--- src/rtl/wm8731_i2c_responder.sv ---
// wm8731_i2c_responder: write-only WM8731 I2C control-port target holding the codec register file.
// Define WM8731_RESP_GLITCH_FILTER_EN to add a 4-sample spike filter on SCL/SDA after the synchronizer.
module wm8731_i2c_responder #(
  parameter logic [6:0] DEV_ADDR  = 7'h1A,
  parameter int         NUM_REGS  = 10,
  parameter logic [6:0] RESET_REG = 7'h0F
) (
  input  logic                  clock50,
  input  logic                  i_rst,
  input  logic                  i_scl,
  input  logic                  i_sda,
  output logic                  o_sda_oe,
  output logic                  o_wr_valid,
  output logic [6:0]            o_wr_addr,
  output logic [8:0]            o_wr_data,
  output logic [9*NUM_REGS-1:0] o_regs,
  output logic                  o_busy,
  output logic                  o_frame_err
);
  typedef enum logic [2:0] {IDLE, ADDR, ACK_A, HI, ACK_HI, LO, ACK_LO, WAIT_STOP} state_t;
  state_t state_q, state_d;
  logic [1:0] scl_sync_q, sda_sync_q;
  logic scl_f, sda_f, scl_p_q, sda_p_q;
  logic scl_rise, scl_fall, start, stop, commit;
  logic [2:0] cnt_q, cnt_d;
  logic [7:0] sh_q, sh_d, hi_q, hi_d, byte_in;
  logic sda_oe_q, sda_oe_d, busy_q, busy_d, err_q, err_d, wr_valid_q;
  logic [6:0] wr_addr_q, wa;
  logic [8:0] wr_data_q, wd;
  logic [8:0] regs_q [NUM_REGS];

  always_ff @(posedge clock50 or posedge i_rst)
    if (i_rst) begin
      scl_sync_q <= 2'b11;
      sda_sync_q <= 2'b11;
    end else begin
      scl_sync_q <= {scl_sync_q[0], i_scl};
      sda_sync_q <= {sda_sync_q[0], i_sda};
    end

`ifdef WM8731_RESP_GLITCH_FILTER_EN
  // A line's filtered value follows the synced value only after 4 consecutive disagreeing samples.
  logic scl_fq, sda_fq;
  logic [1:0] scl_n_q, sda_n_q;
  always_ff @(posedge clock50 or posedge i_rst)
    if (i_rst) begin
      scl_fq  <= 1'b1;
      sda_fq  <= 1'b1;
      scl_n_q <= '0;
      sda_n_q <= '0;
    end else begin
      scl_n_q <= (scl_sync_q[1] == scl_fq) ? 2'd0 : scl_n_q + 2'd1;
      sda_n_q <= (sda_sync_q[1] == sda_fq) ? 2'd0 : sda_n_q + 2'd1;
      scl_fq  <= (scl_sync_q[1] != scl_fq && scl_n_q == 2'd3) ? scl_sync_q[1] : scl_fq;
      sda_fq  <= (sda_sync_q[1] != sda_fq && sda_n_q == 2'd3) ? sda_sync_q[1] : sda_fq;
    end
  assign scl_f = scl_fq;
  assign sda_f = sda_fq;
`else
  assign scl_f = scl_sync_q[1];
  assign sda_f = sda_sync_q[1];
`endif

  assign scl_rise = scl_f & ~scl_p_q;
  assign scl_fall = ~scl_f & scl_p_q;
  assign start    = scl_f & scl_p_q & sda_p_q & ~sda_f;
  assign stop     = scl_f & scl_p_q & ~sda_p_q & sda_f;
  assign byte_in  = {sh_q[6:0], sda_f};
  assign wa       = hi_q[7:1];
  assign wd       = {hi_q[0], sh_q};

  always_comb begin
    state_d  = state_q;
    cnt_d    = cnt_q;
    sh_d     = sh_q;
    hi_d     = hi_q;
    sda_oe_d = sda_oe_q;
    busy_d   = busy_q;
    err_d    = err_q;
    commit   = 1'b0;
    if (start) begin
      state_d  = ADDR;
      cnt_d    = '0;
      sda_oe_d = 1'b0;
      busy_d   = 1'b1;
      err_d    = err_q | (state_q inside {ACK_A, HI, ACK_HI, LO, ACK_LO});
    end else if (stop) begin
      state_d  = IDLE;
      sda_oe_d = 1'b0;
      busy_d   = 1'b0;
      err_d    = err_q | (state_q inside {HI, ACK_HI, LO});
    end else if (scl_rise && state_q inside {ADDR, HI, LO}) begin
      sh_d  = byte_in;
      cnt_d = cnt_q + 3'd1;
      hi_d  = (cnt_q == 3'd7 && state_q == HI) ? byte_in : hi_q;
      if (cnt_q == 3'd7)
        state_d = state_q == ADDR ? (byte_in == {DEV_ADDR, 1'b0} ? ACK_A : WAIT_STOP) :
                  state_q == HI   ? ACK_HI : ACK_LO;
    end else if (scl_fall && state_q inside {ACK_A, ACK_HI, ACK_LO}) begin
      // First fall drives the ACK, second fall releases SDA and moves on.
      sda_oe_d = ~sda_oe_q;
      if (sda_oe_q) begin
        state_d = state_q == ACK_A ? HI : state_q == ACK_HI ? LO : WAIT_STOP;
        commit  = state_q == ACK_LO;
        err_d   = err_q | (state_q == ACK_LO && int'(wa) >= NUM_REGS && wa != RESET_REG);
      end
    end
  end

  always_ff @(posedge clock50 or posedge i_rst)
    if (i_rst) begin
      state_q    <= IDLE;
      scl_p_q    <= 1'b1;
      sda_p_q    <= 1'b1;
      cnt_q      <= '0;
      sh_q       <= '0;
      hi_q       <= '0;
      sda_oe_q   <= 1'b0;
      busy_q     <= 1'b0;
      err_q      <= 1'b0;
      wr_valid_q <= 1'b0;
      wr_addr_q  <= '0;
      wr_data_q  <= '0;
      for (int k = 0; k < NUM_REGS; k++) regs_q[k] <= '0;
    end else begin
      state_q    <= state_d;
      scl_p_q    <= scl_f;
      sda_p_q    <= sda_f;
      cnt_q      <= cnt_d;
      sh_q       <= sh_d;
      hi_q       <= hi_d;
      sda_oe_q   <= sda_oe_d;
      busy_q     <= busy_d;
      err_q      <= err_d;
      wr_valid_q <= commit;
      if (commit) begin
        wr_addr_q <= wa;
        wr_data_q <= wd;
      end
      for (int k = 0; k < NUM_REGS; k++)
        if (commit && (wa == 7'(k) || wa == RESET_REG)) regs_q[k] <= (wa == 7'(k)) ? wd : 9'd0;
    end

  for (genvar i = 0; i < NUM_REGS; i++) begin : g_regs
    assign o_regs[9*i +: 9] = regs_q[i];
  end

  assign o_sda_oe    = sda_oe_q;
  assign o_wr_valid  = wr_valid_q;
  assign o_wr_addr   = wr_addr_q;
  assign o_wr_data   = wr_data_q;
  assign o_busy      = busy_q;
  assign o_frame_err = err_q;
endmodule

--- config.mk ---
export PLATFORM = sky130hd
export DESIGN_NAME = wm8731_i2c_responder
export DESIGN_NICKNAME = d
export VERILOG_FILES = /design/src/rtl/wm8731_i2c_responder.sv
export SDC_FILE = /design/constraint.sdc
export NUM_CORES = 1
export LEC_CHECK = 0
export CORE_AREA = 5 5 134 136
export CTS_BUF_LIST = sky130_fd_sc_hd__clkbuf_4 sky130_fd_sc_hd__clkbuf_8
export DETAILED_ROUTE_END_ITERATION = 6
export DIE_AREA = 0 0 139 141
export GPL_TIMING_DRIVEN = 0
export SLEW_MARGIN = 20
export SYNTH_ARGS = -nofsm -noshare
export SYNTH_HDL_FRONTEND = slang
export SYNTH_SLANG_ARGS = --single-unit
--- constraint.sdc ---
create_clock -name clock50 -period 7.4 [get_ports clock50]
set_input_delay 1.11 -clock clock50 [delete_from_list [all_inputs] [get_ports clock50]]
set_output_delay 1.11 -clock clock50 [all_outputs]
set_load 0.03 [all_outputs]
# Word level (Yosys, flattened, before mapping)
# Index checks and enable logic that the tools add are counted.
dict set report word_totals {
  ram_bits 0
  rom_bits 0
  regBits 138
  out_inout_bits 110
  latch_bits 0
  n_memories 0
}
dict set report op_classes {
  multipliers 0
  order_cmp 1
  n_mux 40
  reduce_logical 42
  addsub 1
  n_eq_ne 22
  div_mod_pow 0
  n_bitwise 17
  shift 0
}
# cell n
set ops {}
lappend ops {{$mux 9} 10}
lappend ops {{$mux 3} 12}
lappend ops {{$eq 7x3->1 const B} 4}
lappend ops {{$eq 7x4->1 const B} 3}
lappend ops {{$mux 1} 16}
lappend ops {{$logic_and 1x1->1} 15}
lappend ops {{$reduce_bool 3->1} 5}
lappend ops {{$eq 7x2->1 const B} 2}
lappend ops {{$eq 3x3->1 const B} 4}
lappend ops {{$logic_or 1x1->1} 10}
lappend ops {{$reduce_and 3->1} 3}
lappend ops {{$eq 8x6->1 const B} 1}
lappend ops {{$reduce_bool 4->1} 2}
lappend ops {{$and 1x1->1} 7}
lappend ops {{$eq 7x1->1 const B} 1}
lappend ops {{$ge 7x4->1 const B} 1}
lappend ops {{$logic_not 7->1} 1}
lappend ops {{$ne 7x4->1 const B} 1}
lappend ops {{$not 1->1} 7}
lappend ops {{$eq 3x2->1 const B} 2}
lappend ops {{$reduce_bool 5->1} 1}
lappend ops {{$mux 2} 2}
lappend ops {{$ne 4x3->1 const B} 1}
lappend ops {{$reduce_and 2->1} 2}
lappend ops {{other kinds (7)} 10}

# Logic depth before layout (Yosys ltp)
dict set report logic_depth {
  ltp_word 9
  ltp_mapped 9
  mapped_depth_nobuf 5
}

# Worst setup path after synthesis
# Ideal clock, no wire load.
dict set report synth_timing {
  path_kind {register -> register}
  from {register scl_p_q}
  to {register regs_q, in the netlist o_regs[72]}
  path_stages_with_launch 8
  arrival_ps 1799
  setup_ps 68
  path_slack_ps 5533
  path_cell_list {dfstp_2 -> nand2b_1 -> nor4b_2 -> buf_4 -> nand2_8 -> nor3b_4 -> buf_6 -> a32o_1}
}
dict set report synth_between {
  elab_chain_cells 7
  word_cells_on_any_way 15
  classes_between {4 x mux; 8 x bitwise; 3 x reduce/logical}
}
# item line_no
set synth_rtl {}
lappend synth_rtl {{from (decl)} 23} ;# logic scl_f, sda_f, scl_p_q, sda_p_q;
lappend synth_rtl {{from (signal assigned)} 127} ;# scl_p_q <= scl_f;
lappend synth_rtl {{$and 1x1->1 or $not 1->1 (tied branches)} {65, 64}}
lappend synth_rtl {{$logic_and 1x1->1 or $and 1x1->1 (tied branches)} {99, 64}}
lappend synth_rtl {{$mux 1 or $logic_and 1x1->1 (tied branches)} {99, 92}}
lappend synth_rtl {{$mux 1} 92} ;# end else if (scl_rise && state_q inside {ADDR, HI, LO}) begin
lappend synth_rtl {{$mux 1} 87} ;# end else if (stop) begin
lappend synth_rtl {{$mux 1 *} 81} ;# if (start) begin
lappend synth_rtl {{$logic_and 1x1->1 *} 141} ;# if (commit && (wa == 7'(k) || wa == RESET_REG)) regs_q[k] <= (wa == 7'(k)) ? wd : 9'd0;
lappend synth_rtl {{to (signal, indexed assignment)} 141}
lappend synth_rtl {{to (decl)} 30} ;# logic [8:0] regs_q [NUM_REGS];
# Every way passes the cells marked *; elsewhere a longest branch is shown, timed or not.
# A chain may end at the register's enable or synchronous reset.

# Worst setup path after layout
dict set report layout_timing {
  from {register regs_q, in the netlist o_regs[89]}
  to {output port o_regs[89]}
}
# item line_no
set layout_rtl {}
lappend layout_rtl {{to (decl)} 16} ;# output logic [9*NUM_REGS-1:0] o_regs,
# No word-level cell between the ends.

==> flow_summary.ini <==
[global_route]
first_global_vias = 4448
grt_usage_pct = 17.0
grt_remaining_overflow = 0
antenna_found_initial = 0
grt_max_degree = 91
grt_pass1_wl_um = 25600

[timing]
setup_viol = 0
max_freq_ghz = 0.375
finClkSkew_ns = 0.00845
timing.slew.headroom_pct = 44.4
tightest_slew_ns = 0.834
hold_viol = 0
setup_tns_ns = 0
fin_ws_ns = 4.73
min_period_ns = 2.67
min_period_over_period_pct = 36.0
grt_setup_unrepaired = no
slew_viol_final = 0

[yosys]
synth_top_cells_by_area = dfrtp_1, a32o_1, mux2_2
avgSynthCellArea_um2 = 12.6
yosysMostFrequentCell = dfrtp_1
syn_nets = 460
synth_cell_types = 55
syn_inst = 454
synthFlopType = dfrtp_1
synth_top_area_share_pct = 57.9
ys_warn_count = 0
synth_top_area_cell = dfrtp_1
async_flop_share_pct = 100
ys_seq_area_share_pct = 60.7
syn_area_mm2 = 0.00570
synth_edf_count = 0
netlist_top_cells_count = dfrtp_1, a32o_1, nand2_1, clkbuf_1, o21ai_0
synth_seq_cells = 138

[routing]
drt_iter0_markers = 432
drt_pass1_iterations = 5
num_vias = 4407
antenna_left = 0
drt-wirelength-per-cell_um = 19.8
totalWireLength_um = 16300
via_per_inst = 5.34
drc = 0

[job]
timing.max_cap.violations = 0

[clock_network]
cts_tree = yes
cts_max_level = 4
clkSinkCount = 138
worst_skew_pair.late_latency_ns = 0.46
hold_buffers = 0
clk_pin_slew_worst_paths_ns = 0.08
post_cts_buffers = 0
cts_buffer_depth = 2
numCtsBuffers = 17
post_cts_resized = 0
cts_root_buf = clkbuf_8

[setup_path]
crit_path_start_kind = flip-flop
crit_family = buffers and inverters
crit_buf_inv = 1
max_stage_delay_ns = 0.69
crit_type = reg -> out
worstPathArrival_ns = 1.56
endpoint_kind = output port
critPathRequiredTime_ns = 6.29
path_cells = clkdlybuf4s50_1
critPathMaxFanout = 2
critical_path.slowest_cell = clkdlybuf4s50_1

[placement]
io_buffers = 113
place_congestion = 0.824
place_ws_ns = 5.05
dp_hpwl_um = 11200
placed_cells = 793
dpl_cell_area_mm2 = 0.00715

[cells_and_area]
multi_input_area_mm2 = 0.00200
final_cells = 825
nNetsFinal = 593
ff_latch_area_mm2 = 0.00346
num_antenna_cells = 0
area_growth_pct = 32.3
final_cell_area_mm2 = 0.00754
fill_cells = 1585
drive_gt1_share_pct = 15.0

[floorplanning]
coreArea_mm2 = 0.0168
die_x_um = 139
row_count = 48
die_h_um = 141
initial_core_util_pct = 33.9
dieArea_mm2 = 0.0196
io_pins = 114

[power_and_ir_drop]
peakVddDrop_uv = 121
p_per_area_mw_per_mm2 = 228
p_leak_nw = 3.25
power_mw = 1.72

[min_path]
min_path_type = reg -> reg

[outcome]
status = complete, no violations
cell type report:
type	instances	area share, %
Clock inverter	6	0.813
Multi-Input combinational cell	261	26.5
Timing Repair Buffer	114	15.4
Tap cell	225	3.73
Inverter	16	0.896
Sequential cell	138	45.9
Clock buffer	26	4.41
Buffer	39	2.37
cell usage in the layout (no fill, tap or decap), types with 7 or more instances in the layout:
master,n
a22o_1,18
a22oi_1,8
a32o_1,54
and3_1,8
clkbuf_1,26
clkbuf_8,22
clkdlybuf4s50_1,113
dfrtp_1,132
inv_1,15
mux2_2,22
nand2_1,45
nand3_1,7
nand3b_1,10
o21ai_0,26
per-layer routing:
metal	share of wire (%)	track usage, %	up-vias
li1	-	-	1957
met1	44	22.3	2265
met2	48	26.9	162
met3	5.6	4.82	23
met4	2.0	6.64	0
met5	0	0	-
power breakdown:
part | internal (mW) | switching, mW
combinational | 0.0784 | 0.184
sequential | 0.796 | 0.0618
clock | 0.324 | 0.279
sequential cells by signal (all words and copies together) (netlist names), 2 cells and up:
name,flops
o_regs,90
o_wr_data,9
hi_q,8
sh_q,8
o_wr_addr,7
cnt_q,3
state_q,3
scl_sync_q,2
sda_sync_q,2
kinds of logic after synthesis:
group,after synthesis,synth area share (%)
simple gates,109,11.7
buf+inv,55,4.19
xor+xnor,5,0.768
mux,23,4.52
compound gates,122,17.7
flops,138,60.7
fa+ha+maj,2,0.439
metrics by stage:
| stage | utilization [%] | hold WS, ns |
|---|---|---|
| detailed placement | 42.5 | 0.347 |
| CTS | 44.9 | 0.358 |
| global placement | 42.3 | 0.346 |
| finish | 44.9 | 0.356 |
| global route | 44.9 | 0.359 |
| floorplan | - | 0.345 |
path summary, 6_finish.rpt:
path,startpoint,endpoint,slack [ns],depth (start not counted)
worst max-delay path,o_regs[89]$_DFFE_PP0P_,o_regs[89],4.73,1
worst min-delay path,scl_sync_q[0]$_DFF_PP1_,scl_sync_q[1]$_DFF_PP1_,0.36,0
worst max register to register,scl_p_q$_DFF_PP1_,o_regs[87]$_DFFE_PP0P_,5.07,7
worst min register to register,scl_sync_q[0]$_DFF_PP1_,scl_sync_q[1]$_DFF_PP1_,0.36,0
max in group asynchronous,i_rst,scl_p_q$_DFF_PP1_,5.56,3
min in group asynchronous,i_rst,o_regs[8]$_DFFE_PP0P_,1.06,2
No activity file was read; power rests on OpenSTA's default activity.
